[config.mk]
export PLATFORM = sky130hd
export DESIGN_NAME = alu_seq_core
export DESIGN_NICKNAME = d
export VERILOG_FILES = /design/src/rtl/alu_seq_core.sv
export SDC_FILE = /design/constraint.sdc
export NUM_CORES = 1
export LEC_CHECK = 0
export ABC_AREA = 1
export CORE_MARGIN = 2
export CORE_UTILIZATION = 27
export CTS_CLUSTER_SIZE = 28
export DETAILED_ROUTE_END_ITERATION = 16
export GPL_TIMING_DRIVEN = 0
export PLACE_DENSITY = 0.53
export SLEW_MARGIN = 15
export SYNTH_ARGS = -nofsm -noshare
export SYNTH_HDL_FRONTEND = slang
export SYNTH_SLANG_ARGS = --single-unit
export TNS_END_PERCENT = 10
[constraint.sdc]
create_clock -name clk -period 2.75 [get_ports clk]
set_clock_uncertainty 0.15 [all_clocks]
set_input_delay 0.55 -clock clk [delete_from_list [all_inputs] [get_ports clk]]
set_output_delay 0.55 -clock clk [all_outputs]
set_load 0.01 [all_outputs]
[src/rtl/alu_seq_core.sv]
// alu_seq_core: clocked ALU with a valid/ready handshake on both sides.
// Most ops complete on the accept edge. MUL (shift-add) and DIV (restoring)
// iterate one bit per cycle. An accumulator can stand in for operand A so
// that operations can be chained.
module alu_seq_core #(
  parameter int WIDTH = 8
) (
  input  logic               clk,
  input  logic               rst,
  input  logic               in_valid,
  output logic               in_ready,
  input  logic [WIDTH-1:0]   op_a,
  input  logic [WIDTH-1:0]   op_b,
  input  logic [2:0]         sel,
  input  logic               use_acc,
  output logic               out_valid,
  input  logic               out_ready,
  output logic [2*WIDTH-1:0] result,
  output logic               flag_z,
  output logic               flag_c,
  output logic               flag_v,
  output logic               div_err,
  output logic               busy
);

  localparam logic [1:0] IDLE = 2'd0;
  localparam logic [1:0] EXEC = 2'd1;
  localparam logic [1:0] DONE = 2'd2;

  localparam logic [2:0] OP_ADD = 3'b000;
  localparam logic [2:0] OP_SUB = 3'b001;
  localparam logic [2:0] OP_AND = 3'b010;
  localparam logic [2:0] OP_OR  = 3'b011;
  localparam logic [2:0] OP_XOR = 3'b100;
  localparam logic [2:0] OP_SHL = 3'b101;
  localparam logic [2:0] OP_MUL = 3'b110;
  localparam logic [2:0] OP_DIV = 3'b111;

  localparam int CW = (WIDTH > 1) ? $clog2(WIDTH) : 1;
  localparam logic [WIDTH-1:0] W_VAL   = WIDTH'(WIDTH);
  localparam logic [CW-1:0]    CNT_TOP = CW'(WIDTH - 1);

  logic [1:0]         state;
  logic [CW-1:0]      cnt;
  logic [WIDTH-1:0]   acc;
  logic [WIDTH-1:0]   a_r, b_r;
  logic               is_div;
  // {hi,lo}: partial product (MUL) or {remainder, dividend/quotient} (DIV)
  logic [WIDTH-1:0]   hi, lo;

  logic [WIDTH-1:0]   a_eff;
  logic               accept, go_iter;
  logic [WIDTH:0]     add_w, sub_w;
  logic [WIDTH-1:0]   sh;
  logic [2*WIDTH-1:0] shl_w;
  logic [2*WIDTH-1:0] sc_res;
  logic               sc_c, sc_v, sc_err;

  logic [WIDTH:0]     mul_sum;
  logic [WIDTH:0]     div_sh, div_sub;
  logic               div_ge;
  logic [WIDTH-1:0]   div_rem;
  logic [2*WIDTH-1:0] step_nxt;

  assign in_ready  = (state == IDLE);
  assign out_valid = (state == DONE);
  assign busy      = (state != IDLE);
  assign accept    = in_valid & in_ready;
  assign a_eff     = use_acc ? acc : op_a;
  assign go_iter   = (sel == OP_MUL) || ((sel == OP_DIV) && (op_b != '0));

  // Single-cycle result path, evaluated from the live operands at accept
  always_comb begin
    add_w  = {1'b0, a_eff} + {1'b0, op_b};
    sub_w  = {1'b0, a_eff} - {1'b0, op_b};
    sh     = op_b % W_VAL;
    shl_w  = {{WIDTH{1'b0}}, a_eff} << sh;
    sc_res = '0;
    sc_c   = 1'b0;
    sc_v   = 1'b0;
    sc_err = 1'b0;
    case (sel)
      OP_ADD: begin
        sc_res[WIDTH-1:0] = add_w[WIDTH-1:0];
        sc_c = add_w[WIDTH];
        sc_v = (a_eff[WIDTH-1] == op_b[WIDTH-1]) && (add_w[WIDTH-1] != a_eff[WIDTH-1]);
      end
      OP_SUB: begin
        sc_res[WIDTH-1:0] = sub_w[WIDTH-1:0];
        sc_c = sub_w[WIDTH];
        sc_v = (a_eff[WIDTH-1] != op_b[WIDTH-1]) && (sub_w[WIDTH-1] != a_eff[WIDTH-1]);
      end
      OP_AND: sc_res[WIDTH-1:0] = a_eff & op_b;
      OP_OR:  sc_res[WIDTH-1:0] = a_eff | op_b;
      OP_XOR: sc_res[WIDTH-1:0] = a_eff ^ op_b;
      OP_SHL: begin
        sc_res[WIDTH-1:0] = shl_w[WIDTH-1:0];
        sc_c = |shl_w[2*WIDTH-1:WIDTH];
      end
      // only reached here on divide-by-zero; real divides iterate
      OP_DIV: begin
        sc_res = {a_eff, {WIDTH{1'b1}}};
        sc_err = 1'b1;
      end
      default: ;
    endcase
  end

  // One iteration step: shift-add multiply or restoring-divide bit
  always_comb begin
    mul_sum = {1'b0, hi} + (lo[0] ? {1'b0, a_r} : '0);
    div_sh  = {hi, lo[WIDTH-1]};
    div_sub = div_sh - {1'b0, b_r};
    div_ge  = (div_sh >= {1'b0, b_r});
    div_rem = div_ge ? div_sub[WIDTH-1:0] : div_sh[WIDTH-1:0];
    if (is_div)
      step_nxt = {div_rem, lo[WIDTH-2:0], div_ge};
    else
      step_nxt = {mul_sum, lo[WIDTH-1:1]};
  end

  // FSM, iteration datapath, result/flag and accumulator registers
  always_ff @(posedge clk or posedge rst) begin
    if (rst) begin
      state   <= IDLE;
      cnt     <= '0;
      acc     <= '0;
      a_r     <= '0;
      b_r     <= '0;
      is_div  <= 1'b0;
      hi      <= '0;
      lo      <= '0;
      result  <= '0;
      flag_z  <= 1'b0;
      flag_c  <= 1'b0;
      flag_v  <= 1'b0;
      div_err <= 1'b0;
    end else begin
      case (state)
        IDLE: begin
          if (accept) begin
            if (go_iter) begin
              state  <= EXEC;
              cnt    <= CNT_TOP;
              a_r    <= a_eff;
              b_r    <= op_b;
              is_div <= (sel == OP_DIV);
              hi     <= '0;
              lo     <= (sel == OP_DIV) ? a_eff : op_b;
            end else begin
              state   <= DONE;
              result  <= sc_res;
              flag_z  <= (sc_res == '0);
              flag_c  <= sc_c;
              flag_v  <= sc_v;
              div_err <= sc_err;
              acc     <= sc_res[WIDTH-1:0];
            end
          end
        end
        EXEC: begin
          {hi, lo} <= step_nxt;
          cnt      <= cnt - 1'b1;
          if (cnt == '0) begin
            state   <= DONE;
            result  <= step_nxt;
            flag_z  <= (step_nxt == '0);
            flag_c  <= is_div ? 1'b0 : (step_nxt[2*WIDTH-1:WIDTH] != '0);
            flag_v  <= 1'b0;
            div_err <= 1'b0;
            acc     <= step_nxt[WIDTH-1:0];
          end
        end
        DONE: begin
          if (out_ready) state <= IDLE;
        end
        default: state <= IDLE;
      endcase
    end
  end

endmodule
==> results of run 1 <==
==> routing by layer <==
metal | part of all wire [%] | track usage, % | up-vias
met5 | 0 | 0 | -
met4 | 1.8 | 3.74 | 0
met3 | 6.5 | 2.84 | 26
met2 | 47 | 29.2 | 213
met1 | 45 | 24.7 | 2669
li1 | - | - | 2915
==> sequential cells by signal, summed over array words and instances, names as in the netlist, 2 cells and up <==
signal and flops:
a_r 8, lo 8, cnt 3, state 2
b_r 8, hi 8, result 16
==> kinds of logic (layout without fill, tap and decap cells) <==
group	after synthesis	in the layout	synth area share (%)
AOI/OAI and AO/OA	123	123	14.1
xor gates and xnor gates	9	9	1.45
adders and majority gates	50	50	12.0
buffers and inverters	139	244	9.97
DFF	58	58	26.6
and+or+nand+nor	452	453	35.8
==> repair_timing <==
item | 4_1_cts | 5_1_grt
hold endpoints to repair | 0 | 0
pin swaps | 26 | 49
endpoints found under the setup margin | 50 | 30
setup buffers | 27 | 19
gates cloned | 0 | 1
resized for setup | 72 | 86
==> tightest hold or removal path, cell delays in order (launching register included) <==
cell and delay, ns:
sky130_fd_sc_hd__dfrtp_1 0.34, sky130_fd_sc_hd__nand2_1 0.06, sky130_fd_sc_hd__o21ai_2 0.04
==> final timing paths <==
path | start | to | depth (start not counted)
setup / recovery | op_a[4] | flag_z | 16
max in group asynchronous | rst | lo[0] | 2
min in group asynchronous | rst | hi[6] | 2
setup reg to reg | lo[0] | flag_c | 16
hold reg to reg | a_r[6] | a_r[6] | 2
hold / removal | a_r[6] | a_r[6] | 2
==> metrics by stage <==
step / utilization, % / area, µm² / TNS, ns
after global placement: 31.8 / 6240 / -64.36
after CTS: 35.5 / 6980 / -0.00685
after detailed placement: 31.8 / 6240 / -29.07
after global routing: 37.7 / 7400 / -0.0748
final: 37.7 / 7400 / 0
after floorplan: - / 5460 / 0
==> Yosys cell counts (all sizes together) (5+ instances only) <==
master	number	area (µm²)
o31ai	5	37.5
nor3	6	35.0
a21o	5	37.5
o21ai	46	264
nor2	84	328
buf	10	58.8
nand4	17	121
a22oi	7	52.6
o211ai	7	52.6
ha	46	576
a31oi	8	50.1
or2	5	31.3
clkbuf	8	30.0
inv	120	450
a21oi	32	171
xor2	7	61.3
dfrtp	58	1450
nand3	85	435
nand2	246	941
==> report_power, final <==
part	internal [mW]	total [mW]	leakage, nW	switching (mW)
logic	1.83	4.69	2.85	2.87
clock network	0.633	1.06	0.134	0.425
registers	1.23	1.52	0.723	0.282
==> layout make-up <==
cell class              instances  share of cell area, %
multi-input cells             635                   53.4
clock buffers                  10                   3.23
plain buffers                  16                   1.17
inverters                     121                   6.51
clock inverters                 6                  0.575
flip-flops and latches         58                   19.6
well taps                     265                   4.48
repair buffers                 91                   11.0
==> run_results.csv, run 1 <==
group,metric,value,unit
synthesis,postSynthAreaPerCell,6.55,µm²
place,port-buffer-count,45,
layout,final_layout_size_suffix_gt1_share,22.9,%
clock_tree,cts_sinks,58,
setup_path,path_buf_inv,3,
power_and_ir_drop,largest_voltage_drop_on_the_vdd_net,0.000439,V
synthesis,ys_dominant_reg_cell,"sky130_fd_sc_hd__dfrtp_1",
timing,rsz0062_at_grt,"true",
timing,fin_crit_sh,97.3,%
timing,setup_viol,0,
power_and_ir_drop,p_leak,3.71,nW
clock_tree,cts.root.buffer_cell,"sky130_fd_sc_hd__clkbuf_16",
floorplanning,area_of_the_die,0.0213,mm²
place,post-dp-hpwl,14.8,mm
drt,wirelength,19.7,mm
floorplanning,core_area,0.0197,mm²
global_route,grt_pass1_vias,5374,
global_route,first_pass_grt_wire_length,29.7,mm
run,max_cap_viol_count,0,
power_and_ir_drop,power.total,7.27,mW
floorplanning,die_h,146,µm
drt,routedWlPerCell,16.4,µm
drt,post_drt_via_cell_ratio,4.84,
place,place.detailed.instances,1141,
floorplanning,io_pins,47,
layout,final-seq-area,0.00145,mm²
setup_path,timing.critical_path.fanout_max,5,
place,dpl_worst_slack,-0.898,ns
drt,postRouteAntennaNets,0,
synthesis,synth-edff-count,0,
layout,antenna-diode-count,0,
synthesis,synthesis.instances,831,
layout,final_cell_mix,"218 x sky130_fd_sc_hd__nand2_1, 93 x sky130_fd_sc_hd__inv_1, 71 x sky130_fd_sc_hd__nand3_1",
synthesis,seq_area_frac_synth,26.6,%
setup_path,worst_path_largest_cell_delay,0.47,ns
timing,final_hold_viol_count,0,
synthesis,synth_cell_type_count,47,
drt,post-route-drc-count,0,
drt,detailroute.via_count,5823,
synthesis,mappedNetlistArea,0.00545,mm²
clock_tree,cts_max_level,3,
clock_tree,clk_pin_slew,0.06,ns
timing,slew_violations,0,
synthesis,yosys_warnings,0,
floorplanning,die_w,146,µm
synthesis,synthesis.nets,905,
setup_path,startpoint_type,"input pin",
setup_path,path_cells,"clkdlybuf4s50_1 > nand2_2 > and2_4 > ha_4 > buf_4 > nor3_2 > nand2_2 > nand3_1 > nand2_1 > nor2_2 > nand3_2 > nor2_2 > nand3_2 > nand2_1 > inv_1 > a21oi_2",
layout,final-instance-count-excl-fill,1202,
clock_tree,worst_skew_pair.late_latency,0.34,ns
timing,final.min_clock_period,2.68,ns
clock_tree,cts_hold_buffers,0,
clock_tree,tritoncts_buffers,9,
setup_path,critical_path.slowest_cell,"sky130_fd_sc_hd__clkdlybuf4s50_1",
setup_path,worst-endpoint-required,2.87,ns
synthesis,ys_ff_latch,58,
layout,nets,1006,
setup_path,crit_arrival,2.80,ns
synthesis,async_flop_share,100,%
floorplanning,rows,51,
setup_path,criticalPathCategory,"in -> reg",
global_route,aggregate_global_routing_overflow,0,
layout,total_area_of_multi_input_combinational_cells,0.00396,mm²
global_route,largest_net_degree_at_the_start_of_global_routing,59,
setup_path,rrSetupSlack,0.10,ns
place,gp_congestion,0.908,
timing,max-slew-margin-rel,50.3,%
layout,n_fill_cell,2142,
worst_hold_path,class_of_the_tightest_hold_or_removal_check,"reg -> reg",
drt,detailed_router_s_first_iteration_violation_count,433,
layout,syn_to_final_growth,35.9,%
floorplanning,start_util,27.7,%
setup_path,cp_top_family,"simple AND/OR/NAND/NOR gates",
clock_tree,tritoncts,"built",
timing,fin_hold_ws,0.330,ns
timing,postLayoutSetupSlackWorst,0.0740,ns
clock_tree,cts_max_path_buffers,2,
drt,dr.pass1.iters,5,
layout,mostFrequentLayoutCell,"sky130_fd_sc_hd__nand2_1",
setup_path,worst_setup_path_end_kind,"register",
timing,achievable_frequency,374,MHz
global_route,initial_antenna_violation_count,0,
timing,max_slew.worst_pin.slew,0.745,ns
power_and_ir_drop,power.density_cell_area,982,mW/mm²
run_status,outcome,"completed",
global_route,grt_usage,17.8,%
Power figures use the tool's default switching activity.
==> run 2: changes to the inputs <==
--- a/config.mk
+++ b/config.mk
@@ -8,6 +8,7 @@
 export ABC_AREA = 1
 export CORE_MARGIN = 2
 export CORE_UTILIZATION = 27
+export CTS_CLUSTER_DIAMETER = 100
 export CTS_CLUSTER_SIZE = 28
 export DETAILED_ROUTE_END_ITERATION = 16
 export GPL_TIMING_DRIVEN = 0
==> results of run 2 <==
Final layout, timing and power as in run 1 (identical DEF).
==> run 3: changes to the inputs <==
--- a/config.mk
+++ b/config.mk
@@ -5,7 +5,6 @@
 export SDC_FILE = /design/constraint.sdc
 export NUM_CORES = 1
 export LEC_CHECK = 0
-export ABC_AREA = 1
 export CORE_MARGIN = 2
 export CORE_UTILIZATION = 27
 export CTS_CLUSTER_DIAMETER = 100
==> run 3 against run 2 <==
The run now ends with negative setup slack left. Wire length is 4.6% lower. Sequential power is 5% higher. Via count is 10% lower. Register-to-register slack got worse by 0.28 ns. Worst hold slack about the same. Synthesized cell count decreased by 22%. Combinational power is 17% higher. Flip-flop and latch count is the same. Die area down 2.5%. Setup slack got worse by 0.28 ns. Total power is 14% higher. Largest cell class unchanged. Largest power group unchanged.
==> run_results.csv, run 3 <==
group,metric,value,unit
run_status,outcome,"finished, violations left",
run_status,violated_checks,"negative setup slack",
layout,final_layout_size_suffix_gt1_share,23.1,%
drt,post_drt_via_cell_ratio,5.19,
setup_path,worst-endpoint-required,2.87,ns
drt,routedWlPerCell,18.6,µm
synthesis,muxShareOfSynthArea,7.73,%
timing,max_slew.worst_pin.slew,0.765,ns
synthesis,yosys_warnings,0,
global_route,initial_antenna_violation_count,0,
setup_path,cp_top_family,"buffers and inverters",
timing,rsz0062_at_grt,"true",
synthesis,synth-edff-count,0,
drt,detailed_router_s_first_iteration_violation_count,347,
synthesis,ys_ff_latch,58,
floorplanning,rows,51,
power_and_ir_drop,clkPwrFrac,14.3,%
global_route,largest_net_degree_at_the_start_of_global_routing,59,
place,place.detailed.instances,957,
floorplanning,start_util,27.4,%
floorplanning,die_h,144,µm
synthesis,synth_top_family_by_area,"compound AO/OA/AOI/OAI gates",
synthesis,seq_area_frac_synth,27.3,%
synthesis,synth_xor_area_share,2.47,%
setup_path,critical_path.slowest_cell,"sky130_fd_sc_hd__clkdlybuf4s50_1",
power_and_ir_drop,netSwitchingPower,3.74,mW
layout,finalCoreUtilization,37.6,%
synthesis,leading_cell_type_by_number_of_instances_after_synthesis,"sky130_fd_sc_hd__nand2_1",
synthesis,ys_top_cells_by_count,"68 x sky130_fd_sc_hd__nand2_1, 62 x sky130_fd_sc_hd__nor2_1, 58 x sky130_fd_sc_hd__dfrtp_1",
synthesis,mappedNetlistArea,0.00531,mm²
clock_tree,tritoncts_buffers,9,
setup_path,criticalPathCategory,"in -> reg",
synthesis,synthDominantCellAreaShare,27.3,%
synthesis,async_flop_share,100,%
floorplanning,io_pins,47,
clock_tree,cts_max_path_buffers,2,
global_route,aggregate_global_routing_overflow,0,
clock_tree,cts_hold_buffers,0,
power_and_ir_drop,power.total,8.26,mW
drt,postRouteAntennaNets,0,
layout,nets,813,
global_route,groute.layer.met3.usage,2.12,%
setup_path,timing.critical_path.fanout_max,5,
floorplanning,area_of_the_die,0.0208,mm²
drt,detailroute.via_count,5233,
power_and_ir_drop,p_sw_share,45.3,%
floorplanning,core_area,0.0194,mm²
place,port-buffer-count,45,
worst_hold_path,class_of_the_tightest_hold_or_removal_check,"reg -> reg",
timing,setup_viol,5,
synthesis,synth.top_cells.by_area,"sky130_fd_sc_hd__dfrtp_1 27%, sky130_fd_sc_hd__ha_1 11%, sky130_fd_sc_hd__nand2_1 4.8%",
timing,final.min_clock_period,2.96,ns
synthesis,synth.largest_area_cell,"sky130_fd_sc_hd__dfrtp_1",
power_and_ir_drop,power.combinational.fraction,66.4,%
drt,wirelength,18.8,mm
layout,mostFrequentLayoutCell,"sky130_fd_sc_hd__nand2_1",
timing,max-slew-margin-rel,49.0,%
place,gp_congestion,0.866,
timing,final_hold_viol_count,0,
timing,fin_crit_sh,108,%
synthesis,ys_dominant_reg_cell,"sky130_fd_sc_hd__dfrtp_1",
place,post-dp-hpwl,13.6,mm
synthesis,synth_cell_type_count,74,
setup_path,startpoint_type,"input pin",
synthesis,postSynthAreaPerCell,8.21,µm²
drt,post-route-drc-count,0,
clock_tree,worst_skew_pair.late_latency,0.33,ns
setup_path,path_buf_inv,3,
floorplanning,die_w,144,µm
power_and_ir_drop,seqPwrFrac,19.3,%
setup_path,path_cells,"clkdlybuf4s50_1 > mux2i_4 > buf_12 > ha_4 > inv_1 > a21oi_2 > xnor2_1 > o32ai_2 > or3_4 > nor4_4 > a41o_1 > a21o_1",
synthesis,synth_simple_gate_area_share,18.6,%
timing,postLayoutSetupSlackWorst,-0.209,ns
clock_tree,clk_pin_slew,0.05,ns
global_route,grt_most_used_layer,"met2",
timing,slew_violations,0,
global_route,grt_util_met2,30.8,%
layout,largest_reg_flops,16,
layout,final_cell_mix,"66 x sky130_fd_sc_hd__nand2_1, 62 x sky130_fd_sc_hd__nor2_1, 55 x sky130_fd_sc_hd__dfrtp_1",
global_route,grt_usage,18.2,%
setup_path,crit_arrival,3.08,ns
power_and_ir_drop,power.density_cell_area,1130,mW/mm²
power_and_ir_drop,p_leak,3.08,nW
clock_tree,tritoncts,"built",
run,max_cap_viol_count,0,
synthesis,synthesis.nets,721,
clock_tree,cts.root.buffer_cell,"sky130_fd_sc_hd__clkbuf_16",
global_route,first_pass_grt_wire_length,28.9,mm
synthesis,synth-compound-area-share,24.8,%
setup_path,worst_setup_path_end_kind,"register",
synthesis,synthesis.instances,647,
layout,antenna-diode-count,0,
clock_tree,cts_max_level,3,
layout,registers.top_by_ff_count,"result",
layout,final-instance-count-excl-fill,1009,
setup_path,worst_path_largest_cell_delay,0.51,ns
power_and_ir_drop,internal-power,4.52,mW
timing,achievable_frequency,338,MHz
power_and_ir_drop,largest_voltage_drop_on_the_vdd_net,0.000435,V
synthesis,synth_fa_ha_area_share,12.3,%
drt,dr.pass1.iters,5,
layout,syn_to_final_growth,37.5,%
global_route,groute.layer.met1.usage,24.7,%
global_route,grt_pass1_vias,4990,
clock_tree,cts_sinks,58,
==> run 3: what timing repair did <==
item	4_1_cts	5_1_grt
buffers inserted	29	9
gates resized for setup	98	48
hold endpoints to repair	0	0
pin swaps	25	15
cloned	0	0
endpoints found under the setup margin	56	52
==> run 3: per-layer routing <==
metal | share of wire [%] | up-vias
met2 | 50 | 146
met5 | 0 | -
met4 | 1.4 | 0
li1 | - | 2523
met1 | 45 | 2542
met3 | 4.3 | 22
==> run 3: cells by family after synthesis <==
family | count (synthesis)
AND/OR/NAND/NOR | 209
AO/OA/AOI/OAI | 202
buffers and inverters | 86
flip-flops | 58
adder cells (fa/ha/maj) | 50
multiplexers | 27
XOR/XNOR | 15
==> run 3: cell type report <==
cell class / count / area [µm²]
multi-input cells: 503 / 4030
fillers: 2076 / 12100
repair buffers: 83 / 753
inverters: 48 / 188
flip-flops and latches: 58 / 1460
clock buffers: 15 / 288
well taps: 265 / 332
plain buffers: 36 / 225
clock inverters: 1 / 30.0
==> run 3: worst min-delay path: cells and delay by family (launching register included) <==
kind	cells	cell delay [ns]
and+or+nand+nor	1	0.06
DFF	1	0.34
AOI/OAI and AO/OA	1	0.05
==> run 3: per-stage QoR <==
| stage | TNS, ns | area (µm²) | hold WS [ns] | setup WS [ns] |
|---|---|---|---|---|
| 2_1_floorplan | -0.913 | 5330 | 0.311 | -0.259 |
| 3_3_place_gp | -78.03 | 6110 | 0.317 | -1.45 |
| 3_5_place_dp | -43.16 | 6110 | 0.325 | -1.42 |
| 4_1_cts | -0.666 | 7030 | 0.337 | -0.236 |
| 5_1_grt | -1.46 | 7300 | 0.355 | -0.303 |
| 6_report | -0.652 | 7300 | 0.330 | -0.209 |
==> run 3: worst paths after layout <==
kind,slack [ns],to,depth (start not counted),startpoint
setup / recovery,-0.21,flag_z,12,op_a[3]
hold / removal,0.33,result[15],2,result[15]
setup reg to reg,-0.18,flag_c,11,lo[0]
hold reg to reg,0.33,result[15],2,result[15]
max in group asynchronous,1.33,lo[0],2,rst
min in group asynchronous,0.56,result[15],2,rst
==> run 3: power by group through the flow <==
stage / Combinational (mW) / Clock (mW) / Sequential [mW]
floorplan: 2.95 / 0 / 1.52
global placement: 4.27 / 0 / 1.57
detailed placement: 4.27 / 0 / 1.58
CTS: 4.96 / 1.19 / 1.59
global route: 5.96 / 1.23 / 1.65
finish: 5.48 / 1.18 / 1.60
